### src/rtl/mux2_burst_arbiter.sv
`timescale 1ns/1ps
// mux2_burst_arbiter
// Round-robin burst arbiter in front of a shared 2:1 data mux. It grants one of
// two requesters for a burst, drives the registered mux select, and feeds the
// selected beats into a one-entry registered output stage.
//
// Ports
//   clk, reset               : single clock, synchronous active-high reset
//   req_valid_n/data_n/last_n: requester n beat (n = 0, 1)
//   req_ready_n              : requester n beat accepted this cycle
//   out_valid/data/last/src  : registered output beat and the port it came from
//   out_ready                : consumer accepts the registered beat
//   sel                      : registered mux select (0 = port 0, 1 = port 1)
//   busy                     : high while a grant is active
//   state_dbg                : current FSM state, for checkers
//
// Handshake: every valid/ready pair transfers exactly one beat on a rising
// clock edge where both are high. A source never withdraws data because ready
// is low, and ready never depends combinationally on the matching valid.
module mux2_burst_arbiter #(
   parameter int DATA_W    = 8,
   parameter int MAX_BURST = 4
) (
   input  logic              clk,
   input  logic              reset,
   input  logic              req_valid_0,
   input  logic [DATA_W-1:0] req_data_0,
   input  logic              req_last_0,
   output logic              req_ready_0,
   input  logic              req_valid_1,
   input  logic [DATA_W-1:0] req_data_1,
   input  logic              req_last_1,
   output logic              req_ready_1,
   output logic              out_valid,
   output logic [DATA_W-1:0] out_data,
   output logic              out_last,
   output logic              out_src,
   input  logic              out_ready,
   output logic              sel,
   output logic              busy,
   output logic [1:0]        state_dbg
);

   localparam int CNT_W = $clog2(MAX_BURST + 1);

   localparam logic [1:0] IDLE   = 2'd0;
   localparam logic [1:0] GRANT0 = 2'd1;
   localparam logic [1:0] GRANT1 = 2'd2;

   logic [1:0]       state;
   logic [1:0]       state_nxt;
   logic             prio;
   logic [CNT_W-1:0] cnt;

   logic              out_free;
   logic              accept_0;
   logic              accept_1;
   logic              accept;
   logic              acc_src;
   logic              acc_last;
   logic [DATA_W-1:0] acc_data;
   logic              burst_full;
   logic              grant_end;

   // The output register can take a beat if it is empty or draining this cycle.
   assign out_free    = !out_valid || out_ready;
   assign req_ready_0 = (state == GRANT0) && out_free;
   assign req_ready_1 = (state == GRANT1) && out_free;

   assign accept_0 = req_valid_0 && req_ready_0;
   assign accept_1 = req_valid_1 && req_ready_1;
   assign accept   = accept_0 || accept_1;

   // Only the granted port can be accepted, so the state picks the source.
   assign acc_src  = (state == GRANT1);
   assign acc_last = acc_src ? req_last_1 : req_last_0;
   assign acc_data = acc_src ? req_data_1 : req_data_0;

   // cnt counts beats already taken in this grant; the beat being accepted now
   // is the last allowed one when cnt has reached MAX_BURST-1.
   assign burst_full = (cnt == CNT_W'(MAX_BURST - 1));
   assign grant_end  = accept && (acc_last || burst_full);

   assign busy      = (state != IDLE);
   assign state_dbg = state;

   always_comb begin
      state_nxt = state;
      case (state)
         IDLE: begin
            if (req_valid_0 && (!req_valid_1 || !prio))
               state_nxt = GRANT0;
            else if (req_valid_1)
               state_nxt = GRANT1;
         end
         GRANT0, GRANT1: begin
            if (grant_end)
               state_nxt = IDLE;
         end
         default: state_nxt = IDLE;
      endcase
   end

   always_ff @(posedge clk) begin
      if (reset) begin
         state     <= IDLE;
         sel       <= 1'b0;
         prio      <= 1'b0;
         cnt       <= '0;
         out_valid <= 1'b0;
         out_data  <= '0;
         out_last  <= 1'b0;
         out_src   <= 1'b0;
      end else begin
         state <= state_nxt;

         // sel follows the new grant on the same edge; it holds through IDLE.
         if (state == IDLE && state_nxt != IDLE)
            sel <= (state_nxt == GRANT1);

         if (grant_end) begin
            cnt  <= '0;
            prio <= !acc_src;
         end else if (accept) begin
            cnt <= cnt + 1'b1;
         end

         // A beat accepted in the same cycle as a drain reloads the register,
         // so out_valid stays high.
         if (accept) begin
            out_valid <= 1'b1;
            out_data  <= acc_data;
            out_last  <= acc_last;
            out_src   <= acc_src;
         end else if (out_valid && out_ready) begin
            out_valid <= 1'b0;
         end
      end
   end

endmodule

### config.mk
export PLATFORM = sky130hd
export DESIGN_NAME = mux2_burst_arbiter
export DESIGN_NICKNAME = d
export VERILOG_FILES = /design/src/rtl/mux2_burst_arbiter.sv
export SDC_FILE = /design/constraint.sdc
export NUM_CORES = 1
export LEC_CHECK = 0
export CAP_MARGIN = 10
export CORE_UTILIZATION = 44
export CTS_BUF_LIST = sky130_fd_sc_hd__clkbuf_2 sky130_fd_sc_hd__clkbuf_4 sky130_fd_sc_hd__clkbuf_8
export DETAILED_ROUTE_END_ITERATION = 10
export PLACE_DENSITY = 0.93
export SLEW_MARGIN = 20
export SYNTH_ARGS = -nofsm -noshare
export SYNTH_HDL_FRONTEND = slang
export SYNTH_SLANG_ARGS = --single-unit
### constraint.sdc
create_clock -name clk -period 1.98 [get_ports clk]
set_clock_uncertainty 0.1 [all_clocks]
set_input_delay 0.198 -clock clk [delete_from_list [all_inputs] [get_ports clk]]
set_output_delay 0.198 -clock clk [all_outputs]
set_load 0.02 [all_outputs]
# Word-level counts from Yosys, hierarchy flattened
# Cells that the tools add are included.
totals:
  regBits: 18
  in_bits: 23
  out_inout_bits: 17
  elab_cells: 43
op_classes:
  addsub: 1
  n_eq_ne: 4
  muxes: 8
  reduce_logical: 22
ops:
  columns: ["cell", "n"]
  rows:
  - ["$logic_and A1 B1 Y1", 8]
  - ["$mux W8", 1]
  - ["$mux W2", 3]
  - ["$reduce_bool A2 Y1", 3]
  - ["$eq A2 B2 Y1 const B", 2]
  - ["$logic_not A1 Y1", 4]
  - ["$logic_or A1 B1 Y1", 4]
  - ["$pmux W2 S2", 1]
  - ["$reduce_or A2 Y1", 2]
  - ["$add A3 B1 Y3 const B", 1]
  - ["$eq A3 B2 Y1 const B", 1]
  - ["$mux W1", 3]
  - ["$eq A2 B1 Y1 const B", 1]
  - ["$logic_not A2 Y1", 1]

# Longest topological paths before layout
depth:
  ltp_word: 10
  mapped_depth: 7
  mapped_depth_nobuf: 6

# Least setup slack after synthesis
# OpenSTA, ideal clock, no wires.
synth_path:
  path_type: "reg2reg"
  startpoint: "reg state[0] (netlist: state_dbg[0])"
  endpoint: "reg out_data[3]"
  setup_ps: 137
  arrival_time_ps: 1659
  required_ps: 1743
  path_slack_ps: 84
  stages_incl_launch_ff: 8
  n_path_buf: 1
  synth_period_minus_slack_ps: 1896
  cell_sequence: "dfxtp_1 > inv_1 > ha_1 > a22o_2 > and2_2 > buf_4 > nor2_1 > a211oi_2"
synth_via:
  elab_chain_cells: 4
  word_cells_on_any_way: 8
  classes_between: "2 x eq/ne; 1 x mux; 5 x reduce/logical"
synth_rtl:
  columns: ["item", "line", "source"]
  rows:
  - ["start, declared", "50", "logic [1:0] state;"]
  - ["start signal, assigned", "115", "state <= state_nxt;"]
  - ["$eq A2 B2 Y1 *", "75", "assign acc_src = (state == GRANT1);"]
  - ["named net acc_src", "59", "logic acc_src;"]
  - ["$logic_and A1 B1 Y1", "68", "assign req_ready_1 = (state == GRANT1) && out_free;"]
  - ["$logic_and A1 B1 Y1", "71", "assign accept_1 = req_valid_1 && req_ready_1;"]
  - ["$logic_or A1 B1 Y1", "72", "assign accept = accept_0 || accept_1;"]
  - ["end signal, assigned", "132", "out_data <= acc_data;"]
  - ["end, declared", "35", "output logic [DATA_W-1:0] out_data,"]
# Mark *: on every way through the listed nets, which the timed path passes. The rest lies on a longest branch.
# A chain may end at the register's enable or synchronous reset.

# Worst setup path after layout
layout_path:
  startpoint: "reg state[0] (netlist: state_dbg[0])"
  endpoint: "reg out_data[1]"
layout_via:
  elab_chain_cells: 4
  word_cells_on_any_way: 8
  classes_between: "2 x eq/ne; 1 x mux; 5 x reduce/logical"
layout_rtl:
  columns: ["item", "line"]
  rows:
  - ["$eq A2 B1 Y1 / $eq A2 B2 Y1 (equally long branches)", "67, 68, 75"]
  - ["$logic_and A1 B1 Y1, on equally long branches", "67, 68"]
  - ["$logic_and A1 B1 Y1, on equally long branches", "70, 71"]
  - ["$logic_or A1 B1 Y1", "72"]
# Parallel ways exist; a longest one is shown, timed or not.

==> results.cfg <==
[status]
run_status = complete, no violations

[placed_design]
place.gp.congestion = 0.811
pre_cts_slack_ns = 0.0934
detailed_place_hpwl_um = 1910
io_buffers = 39

[worst_setup_path]
worst_ep_arrival_time_ns = 1.88
r2r_start = state_dbg[0]
worst_r2r_endpoint = out_data[1]
setup.worst_path.start_class = register
path_class = reg -> reg
reg2regPathDepth = 7
critPathMaxFanout = 15
setup.worst_path.end_class = register
timing.critical_path.required_ns = 2.08
reg2reg_slack_ns = 0.20

[drt]
route.detailed.vias_per_inst = 5.37
postRouteWirelength_um = 2390
wire_per_inst_um = 14.1
first_iter_violations = 13
remaining_drc_errors = 0
vias = 913
drtAntennaViolNets = 0
drtPass1Iterations = 4

[grt]
grt_overflow_total = 0
grt_pass1_wl_um = 3720
grt_pass1_vias = 886
grt_antenna_before_repair = 0
maximum_number_of_pins_on_one_net_before_global_route_repair = 16
groute.usage.overall_pct = 20.9

[clocking]
clk_latency_ns = 0.30
ctsLongestPathBuffers = 2
worst_setup_hold_path_clk_slew_ns = 0.10
cts_made_buffers = 3
postCtsResizedCells = 5
tritoncts_num_sinks = 18
cts_setup_buffers = 0
cts.root.buffer_cell = sky130_fd_sc_hd__clkbuf_4
cts_tree = built
h-tree-depth = 1
hold_buffers = 0

[layout]
mostFrequentLayoutCell = sky130_fd_sc_hd__clkdlybuf4s50_1
area_growth_syn_to_layout_pct = 47.9
antenna_cells_inserted = 0
final_core_util_pct = 71.4
layout-drive-gt1-share_pct = 17.5
finish.net_count = 173
mostFrequentLayoutCells = sky130_fd_sc_hd__clkdlybuf4s50_1, sky130_fd_sc_hd__dfxtp_1, sky130_fd_sc_hd__nor2_1

[hold_path]
hold_path_depth = 2
hp-class = reg -> reg
timing.hold.worst_endpoint = cnt[2]
hp-start = cnt[2]

[floorplanning]
ioPinCount = 40
floorplan.die_area_sq_um = 2410
die_h_um = 49.1
fp-row-count = 16
die_x_um = 49.1
initial_core_util_pct = 48.3
design.core.area_sq_um = 2020

[timing]
timing.final.hold_violations = 0
worst_pin_slew_ns = 0.362
final_critical_delay_including_setup_and_external_delays_ns = 1.78
timing.fmax_mhz = 561
rsz_0062_raised_after_global_routing = no
finalSetupViolations = 0
layout_setup_ws_ns = 0.197
max-slew-margin-rel_pct = 75.8
drv_slew = 0
setup_tns_ns = 0
finalCritPeriodShare_pct = 90.1

[synthesis]
syn_area_sq_um = 976
synth.largest_area_cell = sky130_fd_sc_hd__dfxtp_1
synth_area_per_cell_sq_um = 9.66
top_cells_by_area_in_the_synthesized_netlist = sky130_fd_sc_hd__dfxtp_1, sky130_fd_sc_hd__a211oi_2, sky130_fd_sc_hd__mux2i_1, sky130_fd_sc_hd__ha_1, sky130_fd_sc_hd__nor2_1
postSynthCellCount = 101
yosysWarningCount = 0
yosys_register_bits = 18
synth_cell_type_count = 31
netlist.area_leader.share_pct = 36.9
mappedNetlistNets = 130
synth.yosys.seq_area_share_pct = 36.9

[pwr]
report.power.total_uw = 1050
p_per_area_nw_per_um2 = 725
vdd_ir_drop_max_v = 0.000491
cellLeakagePower_uw = 0.000524

[job]
max_cap_violations = 0
[cells in the mapped netlist, drive strengths merged]
library cell,instances
and3,1
a311oi,1
or2b,1
nand2,5
buf,4
clkbuf,1
ha,6
mux2i,8
and2,3
o211ai,1
nand3b,2
nor3,3
inv,6
a21oi,5
o2bb2ai,1
a21o,1
nor2,15
nand4,1
a221oi,2
dfxtp,18
mux2,1
nand3,1
a22o,1
a32oi,2
o21ai,3
a211oi,8
[where the power goes]
group          total, uW  internal [uW]  switching (uW)
combinational        394            193             201
clock                233            112             121
sequential           419            399            20.1
[layer usage]
metal / part of all wire [%] / vias to the layer above / global-route usage, %
li1: - / 446 / -
met1: 36 / 416 / 16.0
met2: 54 / 42 / 43.8
met3: 5.5 / 9 / 4.05
met4: 3.7 / 0 / 14.7
met5: 0 / - / 0
[worst max path at each step]
stage | startpoint | end | slack (ns) | depth (start not counted)
after global routing | state_dbg[0] | sel | 0.11 | 6
after global placement | out_ready | req_ready_0 | 0.1 | 4
after detailed placement | out_ready | req_ready_0 | 0.09 | 4
final | state_dbg[0] | out_data[1] | 0.20 | 7
after CTS | state_dbg[0] | out_data[1] | 0.19 | 7
after floorplan | state_dbg[0] | out_data[3] | 0.08 | 7
[cell families (layout without fill, tap and decap cells)]
family,Yosys count,in the layout,share of synthesized area [%]
AND/OR/NAND/NOR,32,32,16.3
AO/OA/AOI/OAI,25,25,23.5
flip-flops,18,18,36.9
buffers and inverters,11,53,5.90
multiplexers,9,9,9.74
adder cells (fa/ha/maj),6,6,7.69
[final cells by class]
type                    instances  area (sq um)
well taps                      27          33.8
inverters                       6          22.5
repair buffers                 43           429
fillers                       160           578
multi-input cells              72           561
clock buffers                   4          36.3
flip-flops and latches         18           362
[per-stage QoR]
stage                     hold WS [ns]  instances  area [sq um]
final                            0.369        170          1440
after global routing             0.392        170          1440
after CTS                        0.369        170          1440
after detailed placement         0.354        166          1410
after global placement           0.338        166          1410
after floorplan                  0.213        101           976
[flip-flops by register name, indices dropped and copies added (netlist names)]
register and flops:
sel 1, cnt 3, out_data 8, out_valid 1, out_src 1, state_dbg 2
out_last 1, prio 1
[critical path, stage by stage, from the launching register on]
cell and delay (ns):
sky130_fd_sc_hd__dfxtp_1 0.33, sky130_fd_sc_hd__buf_4 0.15, sky130_fd_sc_hd__ha_1 0.20, sky130_fd_sc_hd__a22o_2 0.23
sky130_fd_sc_hd__and2_2 0.26, sky130_fd_sc_hd__buf_12 0.17, sky130_fd_sc_hd__nor2_1 0.16, sky130_fd_sc_hd__a211oi_2 0.07
(Power assumes the default switching activity.)
